[src/rtl/booth_multi_hhrb98.sv]
// booth_multi_hhrb98: sequential radix-2 Booth multiplier for two signed
// 4-bit operands in the tiny-tile user-project pinout.
//   ui_in[3:0] = multiplicand M, ui_in[7:4] = multiplier Q, uio_in[0] = start.
//   uo_out     = registered signed product, uio_out[7] = done, uio_out[6] = busy.
// Optional build macro BOOTH_DEBUG_EN exposes count and the Booth pair
// {Qreg[0], q_1} on uio_out[5:1].
module booth_multi_hhrb98 #(
   parameter int WIDTH = 4
) (
   input  logic       clk,
   input  logic       rst_n,
   input  logic       ena,
   input  logic [7:0] ui_in,
   input  logic [7:0] uio_in,
   output logic [7:0] uo_out,
   output logic [7:0] uio_out,
   output logic [7:0] uio_oe
);

   // The accumulator is one bit wider than the operands so that (-8)x(-8) fits.
   localparam int AW = WIDTH + 1;

   typedef enum logic [1:0] {
      IDLE = 2'd0,
      RUN  = 2'd1,
      DONE = 2'd2
   } state_t;

   state_t            state;
   state_t            state_next;
   logic [AW-1:0]     acc;
   logic [AW-1:0]     mreg;
   logic [WIDTH-1:0]  qreg;
   logic              q_1;
   logic [2:0]        count;
   logic [2*WIDTH-1:0] prod;

   logic [AW-1:0]     sum;
   logic [AW-1:0]     acc_sh;
   logic [WIDTH-1:0]  q_sh;
   logic              start;
   logic              done;
   logic              busy;

   assign start = uio_in[0];
   assign done  = (state == DONE);
   assign busy  = (state == RUN);

   // Only uio_in[0] is used; the rest of the bidirectional inputs are ignored.
   logic unused_ok;
   assign unused_ok = &{1'b0, uio_in[7:1]};

   // Next-state logic: launch on start from IDLE/DONE, finish after the last iteration.
   always_comb begin
      // NOTE: every signal written here gets a default first, so no path can infer a latch.
      state_next = state;
      case (state)
         IDLE, DONE: if (start) state_next = RUN;
         RUN:        if (count == 3'd1) state_next = DONE;
         default:    state_next = IDLE;
      endcase
   end

   // One Booth step: conditional add/subtract of Mreg, then arithmetic shift of {A, Qreg, q_1}.
   always_comb begin
      sum = acc;
      case ({qreg[0], q_1})
         2'b01:   sum = acc + mreg;
         2'b10:   sum = acc - mreg;
         default: sum = acc;
      endcase
      acc_sh = {sum[AW-1], sum[AW-1:1]};
      q_sh   = {sum[0], qreg[WIDTH-1:1]};
   end

   // State and datapath registers; reset beats ena, ena=0 freezes everything.
   always_ff @(posedge clk) begin
      // NOTE: sequential state uses non-blocking assignments so every register sees pre-edge values.
      if (rst_n) begin
         state <= IDLE;
         acc   <= '0;
         mreg  <= '0;
         qreg  <= '0;
         q_1   <= 1'b0;
         count <= '0;
         prod  <= '0;
      end else if (ena) begin
         state <= state_next;
         case (state)
            IDLE, DONE: begin
               if (start) begin
                  mreg  <= {ui_in[WIDTH-1], ui_in[WIDTH-1:0]};
                  qreg  <= ui_in[2*WIDTH-1:WIDTH];
                  acc   <= '0;
                  q_1   <= 1'b0;
                  count <= 3'(WIDTH);
               end
            end
            RUN: begin
               acc   <= acc_sh;
               qreg  <= q_sh;
               q_1   <= qreg[0];
               count <= count - 3'd1;
               // The product is taken from the post-shift values on the final iteration.
               if (count == 3'd1) prod <= {acc_sh[WIDTH-1:0], q_sh};
            end
            default: ;
         endcase
      end
   end

   assign uo_out = prod;

`ifdef BOOTH_DEBUG_EN
   assign uio_out = {done, busy, count, qreg[0], q_1, 1'b0};
   assign uio_oe  = 8'hFE;
`else
   assign uio_out = {done, busy, 6'b0};
   assign uio_oe  = 8'hC0;
`endif

endmodule

[config.mk]
export PLATFORM = sky130hd
export DESIGN_NAME = booth_multi_hhrb98
export DESIGN_NICKNAME = d
export VERILOG_FILES = /design/src/rtl/booth_multi_hhrb98.sv
export SDC_FILE = /design/constraint.sdc
export NUM_CORES = 1
export LEC_CHECK = 0
export CAP_MARGIN = 20
export CORE_MARGIN = 3
export CORE_UTILIZATION = 45
export DETAILED_ROUTE_END_ITERATION = 10
export PLACE_DENSITY = 0.87
export SYNTH_ARGS = -nofsm -noshare
export SYNTH_HDL_FRONTEND = slang
export SYNTH_SLANG_ARGS = --single-unit
[constraint.sdc]
create_clock -name clk -period 5.2 [get_ports clk]
set_input_delay 0.52 -clock clk [delete_from_list [all_inputs] [get_ports clk]]
set_output_delay 0.52 -clock clk [all_outputs]
set_load 0.05 [all_outputs]
=== Yosys cells after proc, flatten, opt, wreduce, memory -nomap -nowiden ===
Index checks and enable logic that the tools add are counted.

* $add $sub $neg: 3
* Equality and inequality tests: 7
* Multiplexer cells: 12
* Reduce and logical (&&, ||, !) cells: 7

{| class="wikitable"
|+ Operators with widths
! kind !! number
|-
| 5-bit case mux with 2 select lines || 2
|-
| 3-bit AND reduction || 4
|-
| 4-bit case mux with 2 select lines || 1
|-
| 3-bit case mux with 2 select lines || 1
|-
| 5-bit adder || 1
|-
| 5-bit 2-to-1 mux || 1
|-
| 5-bit subtractor || 1
|-
| 2-bit by 1-bit equality test with 1-bit output (second input constant) || 2
|-
| 2-bit equality test (second input constant) || 2
|-
| 2-bit 2-to-1 mux || 2
|-
| 4-bit 2-to-1 mux || 1
|-
| 2-bit case mux with 2 select lines || 1
|-
| 3-bit by 1-bit equality test with 1-bit output (second input constant) || 1
|-
| 3-bit 2-to-1 mux || 1
|-
| 3-bit by 1-bit subtractor with 3-bit output (second input constant) || 1
|-
| 2-bit zero test || 1
|-
| 2-bit by 1-bit != test with 1-bit output (second input constant) || 1
|-
| 2-bit != test (second input constant) || 1
|-
| 1-bit case mux with 2 select lines || 1
|-
| 2-bit nonzero test || 1
|-
| 2-bit OR reduction || 1
|-
| 1-bit 2-to-1 mux || 1
|}

* Bits of input ports: 19
* Output and inout port bits: 24
* Word-level logic and storage cells: 36
* Register bits after elaboration: 27

=== Longest topological paths before layout ===
Gate-level depths: netlist of run 1.

* Depth in word-level cells: 4
* Depth in mapped cells: 10
* Gate-level depth less buffers: 10

=== Worst setup path before layout of run 1 ===
OpenSTA, ideal clock, no wires.

* Path kind: register -> register
* From: register mreg[0]
* To: register prod[7] (netlist: uo_out[7])
* Data required time: 5.109 ns
* Path slack: 2.879 ns
* Arrival time: 2.230 ns
* Stages on the path, launching flop included: 10
* Period minus slack after synthesis: 2.321 ns
* Cell sequence: dfxtp_1 inv_1 ha_1 mux2_2 fa_1 nand2b_1 a21oi_2 xnor2_1 or3_1 a311oi_1

* Cells in the longest elaborated chain, start to end: 2
* Elaborated cells between the ends (all ways): 3

{| class="wikitable"
|+ RTL lines
! what !! line !! RTL
|-
| from (decl) || 32 || <nowiki>logic [AW-1:0] mreg;</nowiki>
|-
| from (signal assigned) || 92 || <nowiki>mreg <= {ui_in[WIDTH-1], ui_in[WIDTH-1:0]};</nowiki>
|-
| 5-bit subtractor or 5-bit adder (tied branches) || 69, 68 ||
|-
| 5-bit case mux with 2 select lines * || 67 || <nowiki>case ({qreg[0], q_1})</nowiki>
|-
| to (signal assigned) || 105 || <nowiki>if (count == 3'd1) prod <= {acc_sh[WIDTH-1:0], q_sh};</nowiki>
|-
| to (decl) || 36 || <nowiki>logic [2*WIDTH-1:0] prod;</nowiki>
|}

Every way passes the cells marked *; elsewhere a longest branch is shown, timed or not.
A chain may end at the register's enable or synchronous reset.

=== Worst setup path after layout of run 1 ===
* From: register qreg[0]
* To: register prod[7] (netlist: uo_out[7])

* Cells in the longest elaborated chain, start to end: 2
* Elaborated cells between the ends (all ways): 3

{| class="wikitable"
|+ RTL lines
! what !! line !! RTL
|-
| from (decl) || 33 || <nowiki>logic [WIDTH-1:0] qreg;</nowiki>
|-
| from (signal assigned) || 93 || <nowiki>qreg <= ui_in[2*WIDTH-1:WIDTH];</nowiki>
|-
| from (signal assigned) || 101 || <nowiki>qreg <= q_sh;</nowiki>
|-
| 2-bit equality test or 2-bit by 1-bit equality test with 1-bit output (tied branches) || 67 ||
|-
| 5-bit case mux with 2 select lines * || 67 ||
|}

Marks and branches as above.

==> reports/qor.yml, run 1 <==
run:
  maxCapViolCount: 0
layout:
  utilization_pct: 54.43
  drive_gt1_share_pct: 5.128
  syn2layout_area_growth_pct: 14.94
  finalNonFillerCells: 239
  antenna_cells: 0
  fin_nets: 224
logic_synthesis:
  synth.distinct_cells: 34
  synthAdderAreaFrac_pct: 8.240
  avgSynthCellArea_um2: 8.098
  synthSimpleGateAreaFrac_pct: 20.86
  ys_seq_area_share_pct: 35.71
  ys_warn_count: 0
  synth.top_cell.area_share_pct: 35.71
  synthTopCellsByArea: "dfxtp_1 36%, buf_4 8.2%, nand2_1 7.0%"
  synth_compound_area_share_pct: 14.25
  ys_top_cells_by_count: "27 x nand2_1, 26 x dfxtp_1, 23 x nor2_1, 16 x buf_4, 12 x a21oi_1"
  ys.flop_type: "dfxtp_1"
  async_reset_ff_share_pct: 0
  synth.largest_area_cell: "dfxtp_1"
  synth_xor_area_share_pct: 3.004
  syn_area_um2: 1458
  syn_inst: 180
  synthMuxAreaShare_pct: 4.893
  synth_edf_count: 0
  synth_top_family_by_area: "simple AND/OR/NAND/NOR gates"
  ys_ff_latch: 26
  synth.most_common_cell: "nand2_1"
die:
  ios: 43
  die_y_um: 62.92
  core-area_um2: 3078
  start_util_pct: 47.36
  die_w_um: 62.92
  rows: 20
  die_area_um2: 3958
timing:
  min_period_over_period_pct: 48.25
  hold_viol: 0
  fin_crit_ps: 2509
  setup_violations: 0
  fin_setup_tns_ps: 0
  fmax_ghz: 0.3986
  skew_ps: 6.130
  worst_slack_ps: 2691
  rsz0062_at_grt: "false"
  finalMaxSlewViolations: 0
  hold_slack_ps: 464.3
  worstMarginPinSlew_ps: 919.6
  maxSlewHeadroom_pct: 38.50
power_and_ir_drop:
  power.leakage_nw: 0.6550
  p_per_area_nw_per_um2: 273.2
  irDropWorstVdd_v: 0.00009865
clock_tree:
  cts_root_buf: "clkbuf_4"
  post-cts-setup-buffer-count: 0
  clk_pin_slew_ps: 150
  cts_made_buffers: 3
  cts_resized: 0
  cts-htree-levels: 1
  cts_tree: "built"
  insertion_delay_ps: 330
  hold_buffers: 0
  cts.sinks: 26
  clk_path_buf_depth: 2
global_route:
  grt_pass1_wl_um: 4554
  grt_overflow: 0
  grt_start_max_net_pins: 27
  grt_pass1_vias: 1076
  antenna_found_initial: 0
  grtUsageTotal_pct: 14.29
placed_design:
  dpl_worst_slack_ps: 2728
  dp_hpwl_um: 1956
  place.gp.congestion: 0.8126
  placed_cells: 235
  io_buffers: 21
route:
  vias: 1180
  first_pass_iters: 4
  drc: 0
  drt_wl_total_um: 2614
  routedWlPerCell_um: 10.94
  drtAntennaViolNets: 0
  detail_route.vias_per_cell: 4.937
  dr.first_iter.drc_count: 49
setup_path:
  crit_start: "qreg[0]"
  path_class: "register to register"
  r2r-end: "uo_out[7]"
  end_kind: "register"
  reg2reg_slack_ps: 2690
  worst-path-max-fanout: 5
  crit_arrival_ps: 2750
  worstPathCellList: "ha_1 -> mux2_2 -> fa_1 -> nand2b_1 -> a21oi_2 -> xnor2_1 -> or3_1 -> a311oi_1"
  cp-start-kind: "register"
  worstRegToRegCells: 8
  crit_slowest_cell: "fa_1"
  r2r_start: "qreg[0]"
  crit_path_max_incr_delay_ps: 400
  crit_required_ps: 5440
worst_hold_path:
  hold_start: "uo_out[1]"
  whs_endpoint: "uo_out[1]"
  min_path_type: "register to register"
  hold_path_depth: 2
status:
  status: "finished clean"
[area by class of cell]
class	instances	area [µm²]
fill	299	1403
multi-input combinational	134	799.5
sequential	26	520.5
timing repair buffer	21	210.2
tap	44	55.05
inverter	10	37.54
clock inverter	1	30.03
clock buffer	3	22.52
[flip-flops by register name, indices dropped and copies added (netlist names)]
| register | cells |
|---|---|
| mreg | 4 |
| qreg | 4 |
| uo_out | 8 |
| count | 3 |
| q_1 | 1 |
| state | 2 |
| acc | 4 |
[power by group]
part	leakage, nW	switching (mW)	total (mW)	internal [mW]
clock	0.0279	0.0631	0.141	0.0780
combinational	0.416	0.0660	0.103	0.0372
sequential	0.211	0.00652	0.213	0.207
total	0.655	0.136	0.458	0.322
[metal layers]
layer  global-route usage [%]  wire length, µm
met1                    17.16             1218
met3                    2.878              105
met5                        0                0
met4                    7.713               44
met2                    23.72             1245
[critical path, delay by kind of cell, from the launching register on]
| kind | cells | cell delay [ps] |
|---|---|---|
| adder cells (fa/ha/maj) | 2 | 660 |
| AND/OR/NAND/NOR | 2 | 490 |
| flip-flops | 1 | 390 |
| multiplexers | 1 | 380 |
| AO/OA/AOI/OAI | 2 | 370 |
| XOR/XNOR | 1 | 120 |
[cell families (layout without fill, tap and decap cells)]
logic type | Yosys count | after routing
xor+xnor | 5 | 5
other cells | 2 | 14
simple gates | 67 | 67
mux | 7 | 7
compound gates | 32 | 32
buf+inv | 32 | 35
flops | 26 | 26
fa+ha+maj | 9 | 9
[how the worst max path moves through the flow]
stage,depth (start not counted),to,slack (ps)
after global placement,8,uo_out[7],2740
final,8,uo_out[7],2690
after CTS,8,uo_out[7],2680
after detailed placement,8,uo_out[7],2730
after global routing,8,uo_out[7],2540
after floorplan,9,uo_out[7],2880
[cells in the final DEF, fill, tap and decap left out, drive strengths merged, types with 2 or more instances in the layout]
master         instances
nand2                 27
nand2b                 3
and2                   3
a21oi                 14
nand3                  2
xor2                   2
inv                   10
conb                  14
nor2b                  3
mux2i                  6
dfxtp                 26
xnor2                  3
nor2                  23
a22oi                  3
a311oi                 7
or3                    2
ha                     8
clkdlybuf4s50         21
clkbuf                 3
o21ai                  5
[per-stage QoR]
stage / instance area (µm²) / total power, mW
after floorplan: 1503 / 0.3082
after global placement: 1623 / 0.3182
after detailed placement: 1623 / 0.3207
after CTS: 1675 / 0.4639
after global routing: 1675 / 0.4827
final: 1675 / 0.4577
Note: power is estimated with default switching activity, not from simulation.
==> run 2: changes to the inputs <==
--- a/config.mk
+++ b/config.mk
@@ -7,9 +7,9 @@
 export LEC_CHECK = 0
 export CAP_MARGIN = 20
 export CORE_MARGIN = 3
-export CORE_UTILIZATION = 45
+export CORE_UTILIZATION = 42
 export DETAILED_ROUTE_END_ITERATION = 10
-export PLACE_DENSITY = 0.87
+export PLACE_DENSITY = 0.85
 export SYNTH_ARGS = -nofsm -noshare
 export SYNTH_HDL_FRONTEND = slang
 export SYNTH_SLANG_ARGS = --single-unit
==> constraint.sdc (replaced) <==
create_clock -name clk -period 2.3 [get_ports clk]
set_input_delay 0.23 -clock clk [delete_from_list [all_inputs] [get_ports clk]]
set_output_delay 0.23 -clock clk [all_outputs]
set_load 0.05 [all_outputs]
==> run 2 against run 1 <==
  * The run now ends with negative setup slack left
  * Fmax increased by 8.1%
  * First-iteration DRC count increased by 39%
  * Die area is 6.4% higher
  * Wire length up 11%
  * Sequential cell count is the same
  * Largest cell class unchanged
  * Critical endpoint unchanged
  * Clock power up 120%
  * Critical path type unchanged
  * Hold slack worse by 19 ps
==> reports/qor.yml, run 2 (synthesized netlist as in run 1, its figures left out) <==
status:
  status: "finished with violations"
  violations: "negative setup slack"
timing:
  hold_slack_ps: 445.3  # -19.01 ps
  fin_crit_ps: 2320  # -188.7 ps
  fin_setup_tns_ps: -30.04  # -30.04 ps
  setup_violations: 2  # +2
  worstMarginPinSlew_ps: 499.8  # -419.8 ps
  fmax_ghz: 0.4310  # +8.1%
  maxSlewHeadroom_pct: 66.58  # +28 points
  min_period_over_period_pct: 100.9  # +53 points
  hold_viol: 0  # unchanged
  rsz0062_at_grt: "true"
  finalMaxSlewViolations: 0  # unchanged
  skew_ps: 15.59  # +9.459 ps
  worst_slack_ps: -20.32  # -2711 ps
setup_path:
  crit_start: "mreg[0]"
  path_class: "register to register"
  crit_required_ps: 2540  # -2900 ps
  worstRegToRegCells: 9  # +1
  r2r_start: "mreg[0]"
  end_kind: "register"
  worst-path-max-fanout: 4  # -1
  reg2reg_slack_ps: -20  # -2710 ps
  r2r-end: "uo_out[7]"
  cp-endpoint: "uo_out[7]"
  cp-start-kind: "register"
  crit_arrival_ps: 2560  # -190 ps
worst_hold_path:
  min_path_type: "input port to register"
  hold_start: "ui_in[6]"
die:
  start_util_pct: 45.87  # -1.5 points
  die_y_um: 64.91  # +3.2%
  ios: 43  # unchanged
  die_area_um2: 4213  # +6.4%
  rows: 20  # unchanged
  die_w_um: 64.91  # +3.2%
  core-area_um2: 3178  # +3.3%
layout:
  seqCellArea_um2: 525.5  # +0.96%
  n_fill_cell: 285  # -4.7%
  antenna_cells: 0  # unchanged
  fin_nets: 232  # +3.6%
  drive_gt1_share_pct: 15.27  # +10 points
  final_common_cell: "nand2_1"
  largest_reg_flops: 8  # unchanged
  multi_input_area_um2: 858.3  # +7.4%
  syn2layout_area_growth_pct: 23.43
  layout_common_cells: "27 x nand2_1, 22 x dfxtp_1, 21 x nor2_1, 21 x clkdlybuf4s50_1, 14 x conb_1"
power_and_ir_drop:
  comb_power_share_pct: 26.5  # +4.0 points
  p_clk_share_pct: 29.0  # -1.8 points
  irDropWorstVdd_v: 0.0002968  # +200%
  power.internal_mw: 0.7623  # +140%
  switching_share_pct: 29.78  # +0.14 points
  p_per_area_nw_per_um2: 603.3  # +120%
  total_power_mw: 1.086  # +140%
  switchingPower_mw: 0.3232  # +140%
  p_seq_share_pct: 44.5  # -2.1 points
  power.leakage_nw: 0.7126  # +8.8%
global_route:
  grt_pass1_vias: 1114  # +3.5%
  grt_overflow: 0  # unchanged
  grt_pass1_wl_um: 4892  # +7.4%
  grt_start_max_net_pins: 27  # unchanged
  antenna_found_initial: 0  # unchanged
  grtUsageTotal_pct: 14.98  # +0.69 points
route:
  routedWlPerCell_um: 11.79  # +7.8%
  drt_wl_total_um: 2912  # +11%
  drc: 0  # unchanged
  vias: 1204  # +2.0%
  detail_route.vias_per_cell: 4.874  # -1.3%
  top_layer_used: "met4"
  route.met3.wl_um: 171  # +63%
  first_pass_iters: 4  # unchanged
  drtAntennaViolNets: 0  # unchanged
  met2WireLength_um: 1446  # +16%
  met1_length_um: 1256  # +3.1%
  dr.first_iter.drc_count: 68  # +39%
clock_tree:
  cts_made_buffers: 3  # unchanged
  cts_tree: "built"
  clk_pin_slew_ps: 150  # about the same
  cts.sinks: 26  # unchanged
  clk_path_buf_depth: 2  # unchanged
  cts_root_buf: "clkbuf_4"
  insertion_delay_ps: 330  # about the same
  cts-htree-levels: 1  # unchanged
placed_design:
  dp_hpwl_um: 2147  # +9.7%
  io_buffers: 21  # unchanged
  place.gp.congestion: 0.8404  # +3.4%
run:
  maxCapViolCount: 0  # unchanged
[run 2: cell count changes in the layout (fill, tap and decap cells not counted), moves of 2 or more]
cell,previous run,this run
buf_4,0,8
inv_2,1,3
nor2_1,23,21
nor2_2,0,2
dfxtp_1,26,22
inv_1,9,7
ha_4,0,2
ha_1,8,6
dfxtp_2,0,4
[run 2: repair_timing]
action / 4_1_cts / 5_1_grt
pin swaps: 2 / 2
buffers inserted: 0 / 2
hold buffers: 0 / 0
hold endpoints to repair: 0 / 0
setup endpoints to repair: 2 / 2
gates resized for setup: 12 / 4
[run 2: critical path, cell delays in order, from the launching register on]
cell and delay [ps]:
dfxtp_2 350, inv_2 40, ha_4 220, mux2_4 280, fa_2 350, nand2b_4 160
a21oi_4 160, xnor2_2 110, or3_1 310, a311oi_1 250
[run 2: worst min path at each step]
stage / endpoint / slack, ps / depth (start not counted)
global placement: uo_out[2] / 440 / 2
finish: qreg[2] / 450 / 3
detailed placement: uo_out[3] / 450 / 2
CTS: qreg[2] / 440 / 3
floorplan: mreg[0] / 370 / 2
global route: qreg[2] / 450 / 3
[run 2: final cells by class]
cell class	count	share of cell area [%]
Multi-Input combinational cell	134	47.71
Sequential cell	26	29.21
Timing Repair Buffer	29	15.02
Tap cell	44	3.060
Inverter	10	2.086
Clock inverter	1	1.669
Clock buffer	3	1.252
[run 2: metal layers]
layer	vias to the layer above	GRT usage, %
met3	6	2.600
li1	614	-
met2	34	25.93
met5	-	0
met1	550	17.66
met4	0	7.388
[run 2: power groups by stage]
stage	registers [mW]	logic [mW]	clock network [mW]
CTS	0.483	0.280	0.322
global route	0.486	0.315	0.339
global placement	0.490	0.241	0
detailed placement	0.491	0.250	0
floorplan	0.490	0.207	0
finish	0.483	0.288	0.315
[run 2: through the flow]
step	setup WS [ps]	cell area [µm²]	utilization, %	cells
6_report	-20.32	1799	56.61	247
5_1_grt	-97.51	1799	56.61	247
3_3_place_gp	9.627	1670	52.56	241
4_1_cts	-37.47	1778	55.94	245
2_1_floorplan	25.87	1505	-	192
3_5_place_dp	-76.34	1670	52.56	241
==> run 3: changes to the inputs <==
--- a/config.mk
+++ b/config.mk
@@ -6,10 +6,9 @@
 export NUM_CORES = 1
 export LEC_CHECK = 0
 export CAP_MARGIN = 20
-export CORE_MARGIN = 3
 export CORE_UTILIZATION = 42
 export DETAILED_ROUTE_END_ITERATION = 10
-export PLACE_DENSITY = 0.85
+export PLACE_DENSITY = 0.75
 export SYNTH_ARGS = -nofsm -noshare
 export SYNTH_HDL_FRONTEND = slang
 export SYNTH_SLANG_ARGS = --single-unit
==> run 3 against run 2 <==
  * The run now ends clean
  * Clock power is 3% lower
  * First-iteration DRC count fell by 40%
  * Sequential share of layout area decreased by 0.37 points
  * Wire length down 1.6%
  * Via count is 1.8% higher
  * Sequential cell count unchanged
  * Global-route usage grew 1.9 points
  * Fmax rose by 1.6%
  * Clock-buffer cell count unchanged
  * Largest cell class unchanged
  * Hold slack improved by 16 ps
  * Critical endpoint unchanged
  * Clock skew fell by 12 ps
  * Die area is 12% lower
==> reports/qor.yml, run 3 (synthesized netlist as in run 1, its figures left out) <==
setup_path:
  end_kind: "register"
  crit_arrival_ps: 2520  # -40 ps
  crit_required_ps: 2530  # about the same
  path_class: "register to register"
  worstRegToRegCells: 9  # unchanged
  cp-start-kind: "register"
  worst-path-max-fanout: 4  # unchanged
clock_tree:
  cts_made_buffers: 3  # unchanged
  cts-htree-levels: 1  # unchanged
  cts_tree: "built"
  cts_root_buf: "clkbuf_4"
  hold_buffers: 0  # unchanged
  clk_path_buf_depth: 2  # unchanged
  cts.sinks: 26  # unchanged
  insertion_delay_ps: 310  # -20 ps
  clk_pin_slew_ps: 140  # about the same
global_route:
  antenna_found_initial: 0  # unchanged
  global_route.usage.met1_pct: 20.34  # +2.7 points
  grt_overflow: 0  # unchanged
  grt_start_max_net_pins: 27  # unchanged
  grtUsageTotal_pct: 16.93  # +1.9 points
  grt_pass1_wl_um: 4705  # -3.8%
  busiest_layer: "met2"
  grt_use_met3_pct: 2.772  # +0.17 points
  grt_use_met2_pct: 30.61  # +4.7 points
  grt_pass1_vias: 1112  # -0.18%
timing:
  fmax_ghz: 0.4379  # +1.6%
  min_period_over_period_pct: 99.30  # -1.6 points
  skew_ps: 3.094  # -12.49 ps
  maxSlewHeadroom_pct: 66.22  # -0.36 points
  worstMarginPinSlew_ps: 505.2  # +5.401 ps
  fin_crit_ps: 2284  # -36.51 ps
  finalMaxSlewViolations: 0  # unchanged
  rsz0062_at_grt: "true"
  hold_viol: 0  # unchanged
  hold_slack_ps: 461.8  # +16.48 ps
  setup_violations: 0  # -2
layout:
  drive_gt1_share_pct: 16.18  # +0.91 points
  seqCellArea_um2: 524.3  # -0.24%
  final_common_cell: "nand2_1"
  finalNonFillerCells: 250  # +1.2%
  layout_common_cells: "27 x nand2_1, 23 x dfxtp_1, 21 x clkdlybuf4s50_1"
  n_fill_cell: 313  # +9.8%
  syn2layout_area_growth_pct: 24.72
  antenna_cells: 0  # unchanged
  fin_nets: 233  # +0.43%
  multi_input_area_um2: 868.3  # +1.2%
  largest_reg_flops: 8  # unchanged
  utilization_pct: 54.48  # -2.1 points
route:
  drc: 0  # unchanged
  routedWlPerCell_um: 11.46  # -2.8%
  first_pass_iters: 4  # unchanged
  dr.first_iter.drc_count: 41  # -40%
  drt_wl_total_um: 2866  # -1.6%
  vias: 1226  # +1.8%
  detail_route.vias_per_cell: 4.904  # +0.61%
  drtAntennaViolNets: 0  # unchanged
placed_design:
  io_buffers: 21  # unchanged
  dp_hpwl_um: 2086  # -2.8%
  place.gp.congestion: 0.7461  # -11%
  placed_cells: 244  # +1.2%
power_and_ir_drop:
  irDropWorstVdd_v: 0.0003208  # +8.1%
  total_power_mw: 1.081  # -0.42%
  p_per_area_nw_per_um2: 594.6  # -1.4%
  power.leakage_nw: 0.7194  # +0.95%
status:
  status: "finished clean"
run:
  maxCapViolCount: 0  # unchanged
die:
  die_area_um2: 3710  # -12%
  die_y_um: 60.91  # -6.2%
  rows: 21  # +5.0%
  ios: 43  # unchanged
  start_util_pct: 43.68  # -2.2 points
  core-area_um2: 3337  # +5.0%
  die_w_um: 60.91  # -6.2%
worst_hold_path:
  hold_path_depth: 2  # -1
  min_path_type: "register to register"
[run 3: power by group]
group | switching (mW) | internal [mW] | total, mW
sequential | 0.0150 | 0.468 | 0.483
clock | 0.131 | 0.176 | 0.307
combinational | 0.171 | 0.120 | 0.291
total | 0.317 | 0.764 | 1.08
[run 3: metrics by stage]
stage / cell area [µm²] / TNS (ps) / setup slack [ps]
global route: 1818 / -77.08 / -69.90
detailed placement: 1680 / -54.46 / -52.54
global placement: 1680 / -3.446 / -3.446
CTS: 1788 / -101.6 / -84.24
floorplan: 1505 / 0 / 25.87
finish: 1818 / 0 / 16.19
[run 3: area by class of cell]
cell class                      instances  area share [%]
Sequential cell                        26           28.84
Clock buffer                            3           1.239
Multi-Input combinational cell        134           47.76
Inverter                               10           2.065
Tap cell                               46           3.166
Timing Repair Buffer                   30           15.28
Clock inverter                          1           1.652
[run 3: layer usage]
metal	share of wire [%]	vias up
li1	-	620
met3	4.4	2
met2	51	36
met4	0.52	0
met1	44	568
met5	0	-
[run 3: what timing repair did]
action	4_1_cts	5_1_grt
gates cloned	0	0
resized for setup	12	5
buffers inserted	0	2
pin swaps	6	6
setup endpoints to repair	2	2
[run 3: worst paths after layout]
kind / from / endpoint / slack [ps]
setup / recovery: mreg[1] / uo_out[7] / 20
setup reg to reg: mreg[1] / uo_out[7] / 20
hold reg to reg: uo_out[1] / uo_out[1] / 460
hold / removal: uo_out[1] / uo_out[1] / 460
[run 3: critical path, stage by stage, from the launching register on]
cell and delay [ps]:
dfxtp_2 360, inv_2 40, ha_4 220, mux2_4 280, fa_2 350, nand2b_4 160, a21oi_4 130, xnor2_2 110
or3_1 310, a311oi_1 250
